===== src/rtl/dma_m1_if.sv =====
// dma_m1_if: m1 port bundle between the word-copy DMA master and the
// system bus arbiter.
//   m1_un_sign_o   - load sign mode (always unsigned for this master)
//   m1_byte_mask_o - byte lanes of the access (none when idle)
//   m1_re_o/we_o   - read / write request, never both at once
//   m1_addr_o      - word-aligned access address
//   m1_wdata_o     - write data
//   m1_rdata       - read data, valid the cycle after a granted read
//   m1_gnt         - arbiter serves m1 this cycle
interface dma_m1_if;
   logic        m1_un_sign_o;
   logic [3:0]  m1_byte_mask_o;
   logic        m1_re_o;
   logic        m1_we_o;
   logic [31:0] m1_addr_o;
   logic [31:0] m1_wdata_o;
   logic [31:0] m1_rdata;
   logic        m1_gnt;

   modport master (
      output m1_un_sign_o, m1_byte_mask_o, m1_re_o, m1_we_o, m1_addr_o, m1_wdata_o,
      input  m1_rdata, m1_gnt
   );

   modport slave (
      input  m1_un_sign_o, m1_byte_mask_o, m1_re_o, m1_we_o, m1_addr_o, m1_wdata_o,
      output m1_rdata, m1_gnt
   );
endinterface


===== src/rtl/dma_m1.sv =====
// dma_m1: word-copy bus master on system-bus port m1.
// Copies len 32-bit words from src_addr to dst_addr, one read then one
// write per word, stalling on m1_gnt while the core owns the bus.
// Ports:
//   clk, rst            - clock, asynchronous active-high reset
//   start, abort        - start request (IDLE only), cancel transfer
//   src_addr, dst_addr  - byte addresses, low two bits dropped
//   len                 - word count (0 completes immediately)
//   busy_o, done_o      - not-idle flag, one-cycle completion pulse
//   m1                  - bus master port (dma_m1_if.master)
// Optional build macro DMA_FILL_EN adds fill_mode/fill_data: a latched
// fill_mode skips the reads and writes fill_data to every word at dst.
`ifndef UNSIGNED
`define UNSIGNED 1'b1
`endif
`ifndef SL_NONE
`define SL_NONE 4'b0000
`endif

module dma_m1 #(
   parameter int         LEN_W          = 16,
   parameter logic [3:0] BYTE_MASK_WORD = 4'b1111
)(
   input  logic             clk,
   input  logic             rst,
   input  logic             start,
   input  logic             abort,
   input  logic [31:0]      src_addr,
   input  logic [31:0]      dst_addr,
   input  logic [LEN_W-1:0] len,
`ifdef DMA_FILL_EN
   input  logic             fill_mode,
   input  logic [31:0]      fill_data,
`endif
   output logic             busy_o,
   output logic             done_o,
   dma_m1_if.master         m1
);

   typedef enum logic [2:0] {S_IDLE, S_RD_REQ, S_RD_WAIT, S_WR_REQ, S_DONE} state_t;

   state_t           r_state, w_next;
   logic [31:0]      r_src, r_dst, r_data;
   logic [LEN_W-1:0] r_count;
   logic             r_fill;
   logic             w_fill_in;
   logic [31:0]      w_fill_data;
   logic             w_re, w_we;
   logic             w_unused;

`ifdef DMA_FILL_EN
   assign w_fill_in   = fill_mode;
   assign w_fill_data = fill_data;
`else
   assign w_fill_in   = 1'b0;
   assign w_fill_data = '0;
`endif

   // address bits [1:0] are dropped on latch
   assign w_unused = ^{src_addr[1:0], dst_addr[1:0]};

   always_ff @(posedge clk or posedge rst) begin
      if (rst) begin
         r_state <= S_IDLE;
         r_src   <= '0;
         r_dst   <= '0;
         r_data  <= '0;
         r_count <= '0;
         r_fill  <= 1'b0;
      end else begin
         r_state <= w_next;
         case (r_state)
            S_IDLE: if (start && len != '0) begin
               r_src   <= {src_addr[31:2], 2'b00};
               r_dst   <= {dst_addr[31:2], 2'b00};
               r_count <= len;
               r_fill  <= w_fill_in;
               if (w_fill_in) r_data <= w_fill_data;
            end
            S_RD_WAIT: r_data <= m1.m1_rdata;
            S_WR_REQ: if (m1.m1_gnt) begin
               // 32-bit adds wrap naturally past 0xFFFF_FFFC
               r_src   <= r_src + 32'd4;
               r_dst   <= r_dst + 32'd4;
               r_count <= r_count - LEN_W'(1);
            end
            default: ;
         endcase
      end
   end

   always_comb begin
      w_next = r_state;
      case (r_state)
         S_IDLE:    if (start) w_next = (len == '0) ? S_DONE :
                                        (w_fill_in ? S_WR_REQ : S_RD_REQ);
         S_RD_REQ:  if (m1.m1_gnt) w_next = S_RD_WAIT;
         S_RD_WAIT: w_next = S_WR_REQ;
         S_WR_REQ:  if (m1.m1_gnt) w_next = (r_count == LEN_W'(1)) ? S_DONE :
                                             (r_fill ? S_WR_REQ : S_RD_REQ);
         S_DONE:    w_next = S_IDLE;
         default:   w_next = S_IDLE;
      endcase
      // abort overrides every transition once a transfer is under way
      if (abort && r_state != S_IDLE) w_next = S_IDLE;
   end

   assign w_re = (r_state == S_RD_REQ);
   assign w_we = (r_state == S_WR_REQ);

   assign busy_o = (r_state != S_IDLE);
   // an abort landing in DONE suppresses the pulse
   assign done_o = (r_state == S_DONE) && !abort;

   assign m1.m1_un_sign_o   = `UNSIGNED;
   assign m1.m1_byte_mask_o = (w_re || w_we) ? BYTE_MASK_WORD : `SL_NONE;
   assign m1.m1_re_o        = w_re;
   assign m1.m1_we_o        = w_we;
   assign m1.m1_addr_o      = w_re ? r_src : (w_we ? r_dst : 32'd0);
   assign m1.m1_wdata_o     = w_we ? r_data : 32'd0;

endmodule


===== src/flat_wrapper.sv =====
// flat-port wrapper written by rule: the top's interface ports become plain ports
module dma_m1_flat 
#(
   parameter int         LEN_W          = 16,
   parameter logic [3:0] BYTE_MASK_WORD = 4'b1111
)
  (clk, rst, start, abort, src_addr, dst_addr, len, busy_o, done_o, m1_m1_un_sign_o, m1_m1_byte_mask_o, m1_m1_re_o, m1_m1_we_o, m1_m1_addr_o, m1_m1_wdata_o, m1_m1_rdata, m1_m1_gnt);
  dma_m1_if m1_i ();
  input  logic clk;
  input  logic rst;
  input  logic start;
  input  logic abort;
  input  logic [31:0] src_addr;
  input  logic [31:0] dst_addr;
  input  logic [LEN_W-1:0] len;
  output logic busy_o;
  output logic done_o;
  output wire logic [$bits(m1_i.m1_un_sign_o)-1:0] m1_m1_un_sign_o;
  output wire logic [$bits(m1_i.m1_byte_mask_o)-1:0] m1_m1_byte_mask_o;
  output wire logic [$bits(m1_i.m1_re_o)-1:0] m1_m1_re_o;
  output wire logic [$bits(m1_i.m1_we_o)-1:0] m1_m1_we_o;
  output wire logic [$bits(m1_i.m1_addr_o)-1:0] m1_m1_addr_o;
  output wire logic [$bits(m1_i.m1_wdata_o)-1:0] m1_m1_wdata_o;
  input wire logic [$bits(m1_i.m1_rdata)-1:0] m1_m1_rdata;
  input wire logic [$bits(m1_i.m1_gnt)-1:0] m1_m1_gnt;
  assign m1_m1_un_sign_o = m1_i.m1_un_sign_o;
  assign m1_m1_byte_mask_o = m1_i.m1_byte_mask_o;
  assign m1_m1_re_o = m1_i.m1_re_o;
  assign m1_m1_we_o = m1_i.m1_we_o;
  assign m1_m1_addr_o = m1_i.m1_addr_o;
  assign m1_m1_wdata_o = m1_i.m1_wdata_o;
  assign m1_i.m1_rdata = m1_m1_rdata;
  assign m1_i.m1_gnt = m1_m1_gnt;
  dma_m1 #(.LEN_W(LEN_W), .BYTE_MASK_WORD(BYTE_MASK_WORD)) u_core (.clk(clk), .rst(rst), .start(start), .abort(abort), .src_addr(src_addr), .dst_addr(dst_addr), .len(len), .busy_o(busy_o), .done_o(done_o), .m1(m1_i));
endmodule

===== config.mk =====
export PLATFORM = sky130hd
export DESIGN_NAME = dma_m1_flat
export DESIGN_NICKNAME = d
export VERILOG_FILES = /design/src/rtl/dma_m1_if.sv /design/src/rtl/dma_m1.sv /design/src/flat_wrapper.sv
export SDC_FILE = /design/constraint.sdc
export NUM_CORES = 1
export LEC_CHECK = 0
export CORE_MARGIN = 1
export CORE_UTILIZATION = 50
export DETAILED_ROUTE_END_ITERATION = 8
export PLACE_DENSITY = 0.82
export SLEW_MARGIN = 15
export SYNTH_ARGS = -nofsm -noshare
export SYNTH_HDL_FRONTEND = slang
export SYNTH_SLANG_ARGS = --single-unit

===== constraint.sdc =====
create_clock -name clk -period 8.2 [get_ports clk]
set_input_delay 2.46 -clock clk [delete_from_list [all_inputs] [get_ports clk]]
set_output_delay 2.46 -clock clk [all_outputs]
set_load 0.01 [all_outputs]

Word level (Yosys, flattened, before mapping)

Index checks and enable logic that the tools add are counted.
Widths: inputs -> output; s select.

Input bits: 117
Word-level logic and storage cells: 50
Output and inout bits: 73
Register bits after elaboration: 115

Reduce and logical (&&, ||, !) cells: 12
Muxes and demuxes: 20
Eq/ne operators: 10
Add/sub/neg operators: 3

Operator list:

| operator              | count |
|---|---|
| $mux 32               | 7 |
| $pmux 32 s2           | 2 |
| $add 32x3->32 const B | 2 |
| $mux 16               | 2 |
| $pmux 16 s2           | 1 |
| $mux 3                | 6 |
| $eq 16x1->1 const B   | 1 |
| $logic_not 16->1      | 1 |
| $reduce_bool 16->1    | 1 |
| $sub 16x1->16 const B | 1 |
| $pmux 3 s4            | 1 |
| $eq 3x2->1 const B    | 2 |
| $ne 3x3->1 const B    | 2 |
| $reduce_and 3->1      | 2 |
| $mux 4                | 1 |
| $eq 3x1->1 const B    | 1 |
| $eq 3x3->1 const B    | 1 |
| $logic_and 1x1->1     | 3 |
| $logic_not 3->1       | 1 |
| $ne 3x2->1 const B    | 1 |
| $reduce_bool 3->1     | 1 |
| $ne 2x1->1 const B    | 1 |
| $ne 2x2->1 const B    | 1 |
| $reduce_bool 2->1     | 1 |
| other kinds (2)       | 2 |

Logic depth before layout (Yosys ltp)

Depth in word-level cells: 5
Gate-level depth with buffers: 12
Mapped depth without buffers: 8

Worst setup path after synthesis

Ideal clock, no wire load.

Path type: input port to output port
From: input port abort
To: output port done_o
Stages on the path: 1
Data arrival time: 2.898 ns
Path slack: 2.842 ns
Data required time: 5.740 ns
Path buffers: 0
Path through: nor4b_1

Word-level cells in the longest chain between the ends: 2

Ends and longest elaborated chain:

| item               | RTL line           | source |
|---|---|---|
| start: declaration | flat_wrapper.sv:12 | `input logic abort;` |
| $logic_not 1->1    | dma_m1.sv:113      | `assign done_o = (r_state == S_DONE) && !abort;` |
| $logic_and 1x1->1  | dma_m1.sv:113      |  |
| end: declaration   | flat_wrapper.sv:17 | `output logic done_o;` |

Every way passes these cells.

Worst setup path after layout

Ends and elaborated chain as after synthesis.

==> key figures <==
Run status
  – Status: completed

Global routing
  – Antenna violations before repair: 1
  – Largest net degree at the start of global routing: 94
  – Vias in the first global route: around 6400
  – Total congestion overflow: 0
  – First-pass GRT wire length: 31.8 mm
  – Total GRT Usage: 27.5%

Finish
  – Share of cells above drive strength 1: 8.61%
  – P&R area growth vs syn: 30.1%
  – Final net count: 1057
  – Util after Layout: 67.6%
  – Final non-filler cell total: 1118
  – Number of fill cells: 1100

Timing
  – Fin. Hold Viols: 0
  – Clock skew: 0.0136 ns
  – Final max-slew violation count: 0
  – Period utilisation layout: around 77%
  – Final setup violation count: 0
  – Max-slew headroom: 23.6%
  – Crit path time final: 6.27 ns
  – Worst Max-Slew Pin Slew: 1.15 ns
  – Sum Neg Setup Slack: 0 ns
  – RSZ-0062 raised after global routing: no
  – Max Clock Freq: 159 MHz

Logic synthesis
  – Largest cells by area after synthesis: dfrtp_1 40%, a21oi_1 5.7%, mux2_2 5.2%, mux2i_1 4.7%, nor2_1 4.3%
  – Post-synthesis xor/xnor area fraction: 0.125%
  – Post-synthesis mux area share: between 9 and 10%
  – Cell variety after synth: 68
  – EDFF count, synth: 0
  – Biggest area consumer among synthesized cells: dfrtp_1
  – Largest family of logic cells by synthesized area: compound AO/OA/AOI/OAI gates
  – Sequential fraction of the synthesis area: 39.7%
  – Synth Area in Compound Gates: 22.0%
  – Synthesis-stage register bit count: 111
  – Avg Cell Area, Syn: 8.70 µm²
  – Synth Instances: about 800
  – Post-Synthesis Cell Area: 6990 µm²
  – Post-synth ARST share: 100%
  – Synth Flop Type: dfrtp_1
  – Synth Area in Simple Gates: 21.6%
  – Yosys top cell area share: 39.7%
  – Post-synthesis adder-cell area fraction: less than 1%
  – Yosys warns: 0

Placed design
  – Dpl hpwl: approximately 13 mm
  – IO buf count: 182
  – Placed cell count: 1101
  – Final Wtd Congestion: between 0.8 and 0.9

Power and ir drop
  – Pleak: 3.47 nW
  – Pint: 1.64 mW
  – Clock share of power: 16.6%
  – Pwr Density: 308 nW/µm²
  – IR drop worst, VDD: ~0.16 mV
  – Switching share of power: roughly 41%
  – Sequential share of power: around two fifths
  – Combinational share of power: 42.5%
  – Sw power: ~1.2 mW

Drt
  – Vias/cell: between 6 and 7
  – DR DRC count: 0
  – Routed wire per std cell: between 15 and 20 µm
  – Highest metal used: met4
  – DRT iter0 DRCs: 704
  – Routed Antenna Nets: 0
  – Routed wl met3: 1.56 mm
  – DR pass1 iterations: 5
  – Routed WL: slightly below 20 mm
  – Met1 Wirelength: about 8.5 mm
  – DR vias: 6727
  – Met2 wire len: 9.20 mm

Clock network
  – CTS Hold Buffers Added: 0
  – Clk buf depth: 2
  – CTS sink cnt: 111
  – H-tree levels: 3
  – CTS tree: yes
  – CTS resizes: 0
  – CTS Buf Count: 9
  – Clock transition at the registers of the reported paths: roughly 0.09 ns
  – Post-CTS Repair Setup Buffers: 0
  – Clk Latency, worst-skew pair: roughly 0.37 ns
  – Root Driver: clkbuf_16

Worst setup path
  – Critical Path RT: about 5.7 ns
  – Critical path launch point type: input port
  – Setup Crit Path Kind: in -> out
  – Critical Path Sink Type: output port
  – Critical path data arrival time: 3.81 ns
  – Critical Path Fanout Max: 5

Floorplan
  – Die Area: 14500 µm²
  – Die W: roughly 120 µm
  – Die H: 120 µm
  – FP Rows: 42
  – Initial Utilization: around 52%
  – # IOs: 190
  – Core ar.: between 10000 and 15000 µm²

Run
  – Max Cap Violations: 0

Worst hold path
  – Hold Crit Class: reg -> reg
power groups by stage:
stage | Clock, mW | Combinational (mW) | Sequential [mW]
2_1_floorplan | 0 | 0.882 | 1.01
3_3_place_gp | 0 | 1.16 | 1.13
3_5_place_dp | 0 | 1.19 | 1.15
4_1_cts | 0.472 | 1.19 | 1.14
5_1_grt | 0.490 | 1.32 | 1.19
6_report | 0.463 | 1.19 | 1.15
layout by cell type (no fill, tap or decap), types with 3 or more instances in the layout:
| master | Yosys | final |
|---|---|---|
| a2bb2oi_1 | 4 | 4 |
| o2bb2ai_1 | 5 | 5 |
| a31oi_1 | 8 | 8 |
| mux2i_1 | 33 | 33 |
| inv_1 | 14 | 13 |
| o21ai_0 | 58 | 57 |
| and4_1 | 4 | 4 |
| a21oi_1 | 79 | 79 |
| or3_1 | 3 | 3 |
| and3_1 | 9 | 9 |
| mux2_2 | 32 | 32 |
| nor3_1 | 22 | 22 |
| conb_1 | 2 | 3 |
| clkdlybuf4s50_1 | 0 | 182 |
| nor2_1 | 81 | 81 |
| nand2b_1 | 3 | 3 |
| nand4_1 | 25 | 25 |
| ha_1 | 4 | 4 |
| inv_8 | 0 | 3 |
| buf_4 | 8 | 9 |
| clkbuf_16 | 0 | 9 |
| a32oi_1 | 4 | 4 |
| a41oi_1 | 5 | 5 |
| nand3_1 | 24 | 24 |
| a22oi_1 | 9 | 9 |
| o22a_1 | 8 | 8 |
| clkinv_8 | 0 | 3 |
| o22ai_1 | 23 | 23 |
| and2_1 | 38 | 38 |
| nor4_2 | 3 | 3 |
| nor4_1 | 7 | 7 |
| o2bb2a_1 | 12 | 12 |
| nand2_1 | 53 | 53 |
| o21ai_1 | 4 | 4 |
| a31o_2 | 3 | 3 |
| dfrtp_1 | 111 | 110 |
final cells by class:
class	count	area (µm²)	share of cell area, %
antenna	1	2.50	0.0275
sequential	111	2780	30.5
inverter	16	65.1	0.715
clock buffer	9	225	2.48
clock inverter	7	91.3	1.00
tap	176	220	2.42
multi-input combinational	607	3830	42.1
timing repair buffer	191	1890	20.8
logic make-up after synthesis:
kind of cell               count (synthesis)
AOI/OAI and AO/OA                        245
buffers and inverters                     87
other                                      2
adders and majority gates                  4
muxes                                     65
DFF                                      111
and+or+nand+nor                          289
xor gates and xnor gates                   1
state kept, by name (all words and copies together) (netlist names):
register / count
u_core.r_state: 3
u_core.r_dst: 30
u_core.r_src: 30
u_core.r_count: 16
u_core.r_data: 32
worst paths after layout:
| kind | startpoint | endpoint | slack (ns) | cells after the start |
|---|---|---|---|---|
| worst max-delay path | abort | done_o | 1.93 | 3 |
| worst min-delay path | u_core.r_data[2] | u_core.r_data[2] | 0.51 | 1 |
| worst max register to register | u_core.r_state[1] | u_core.r_src[25] | 3.86 | 8 |
| worst min register to register | u_core.r_data[2] | u_core.r_data[2] | 0.51 | 1 |
| max in group asynchronous | rst | u_core.r_dst[24] | 4.42 | 3 |
| min in group asynchronous | rst | u_core.r_data[0] | 2.53 | 2 |
per-stage QoR:
stage / hold WS [ns] / worst slack [ns] / total power, mW / instance area, µm²
2_1_floorplan: 0.472 / 2.81 / 1.89 / 7000
3_3_place_gp: 0.480 / 1.91 / 2.29 / 8780
3_5_place_dp: 0.488 / 1.90 / 2.34 / 8780
4_1_cts: 0.506 / 1.91 / 2.80 / 9100
5_1_grt: 0.522 / 1.85 / 3.00 / 9100
6_report: 0.507 / 1.93 / 2.80 / 9100
worst max-delay path, stage by stage:
cell,delay [ns]
clkdlybuf4s50_1,0.48
nor4b_1,0.26
clkdlybuf4s50_1,0.61
synthesized netlist by cell type, types with 6 or more instances:
| library cell | count |
|---|---|
| a21oi_1 | 79 |
| a22oi_1 | 9 |
| a31oi_1 | 8 |
| and2_1 | 38 |
| and3_1 | 9 |
| buf_1 | 6 |
| buf_2 | 32 |
| buf_4 | 8 |
| clkbuf_1 | 21 |
| dfrtp_1 | 111 |
| inv_1 | 14 |
| mux2_2 | 32 |
| mux2i_1 | 33 |
| nand2_1 | 53 |
| nand3_1 | 24 |
| nand4_1 | 25 |
| nor2_1 | 81 |
| nor3_1 | 22 |
| nor4_1 | 7 |
| o21ai_0 | 58 |
| o22a_1 | 8 |
| o22ai_1 | 23 |
| o2bb2a_1 | 12 |
metal layers:
layer / GRT usage, % / vias up
met5: 0 / -
li1: - / 3223
met3: 7.45 / 23
met4: 6.94 / 0
met2: 44.0 / 254
met1: 37.0 / 3227
No activity file was read; power rests on OpenSTA's default activity.
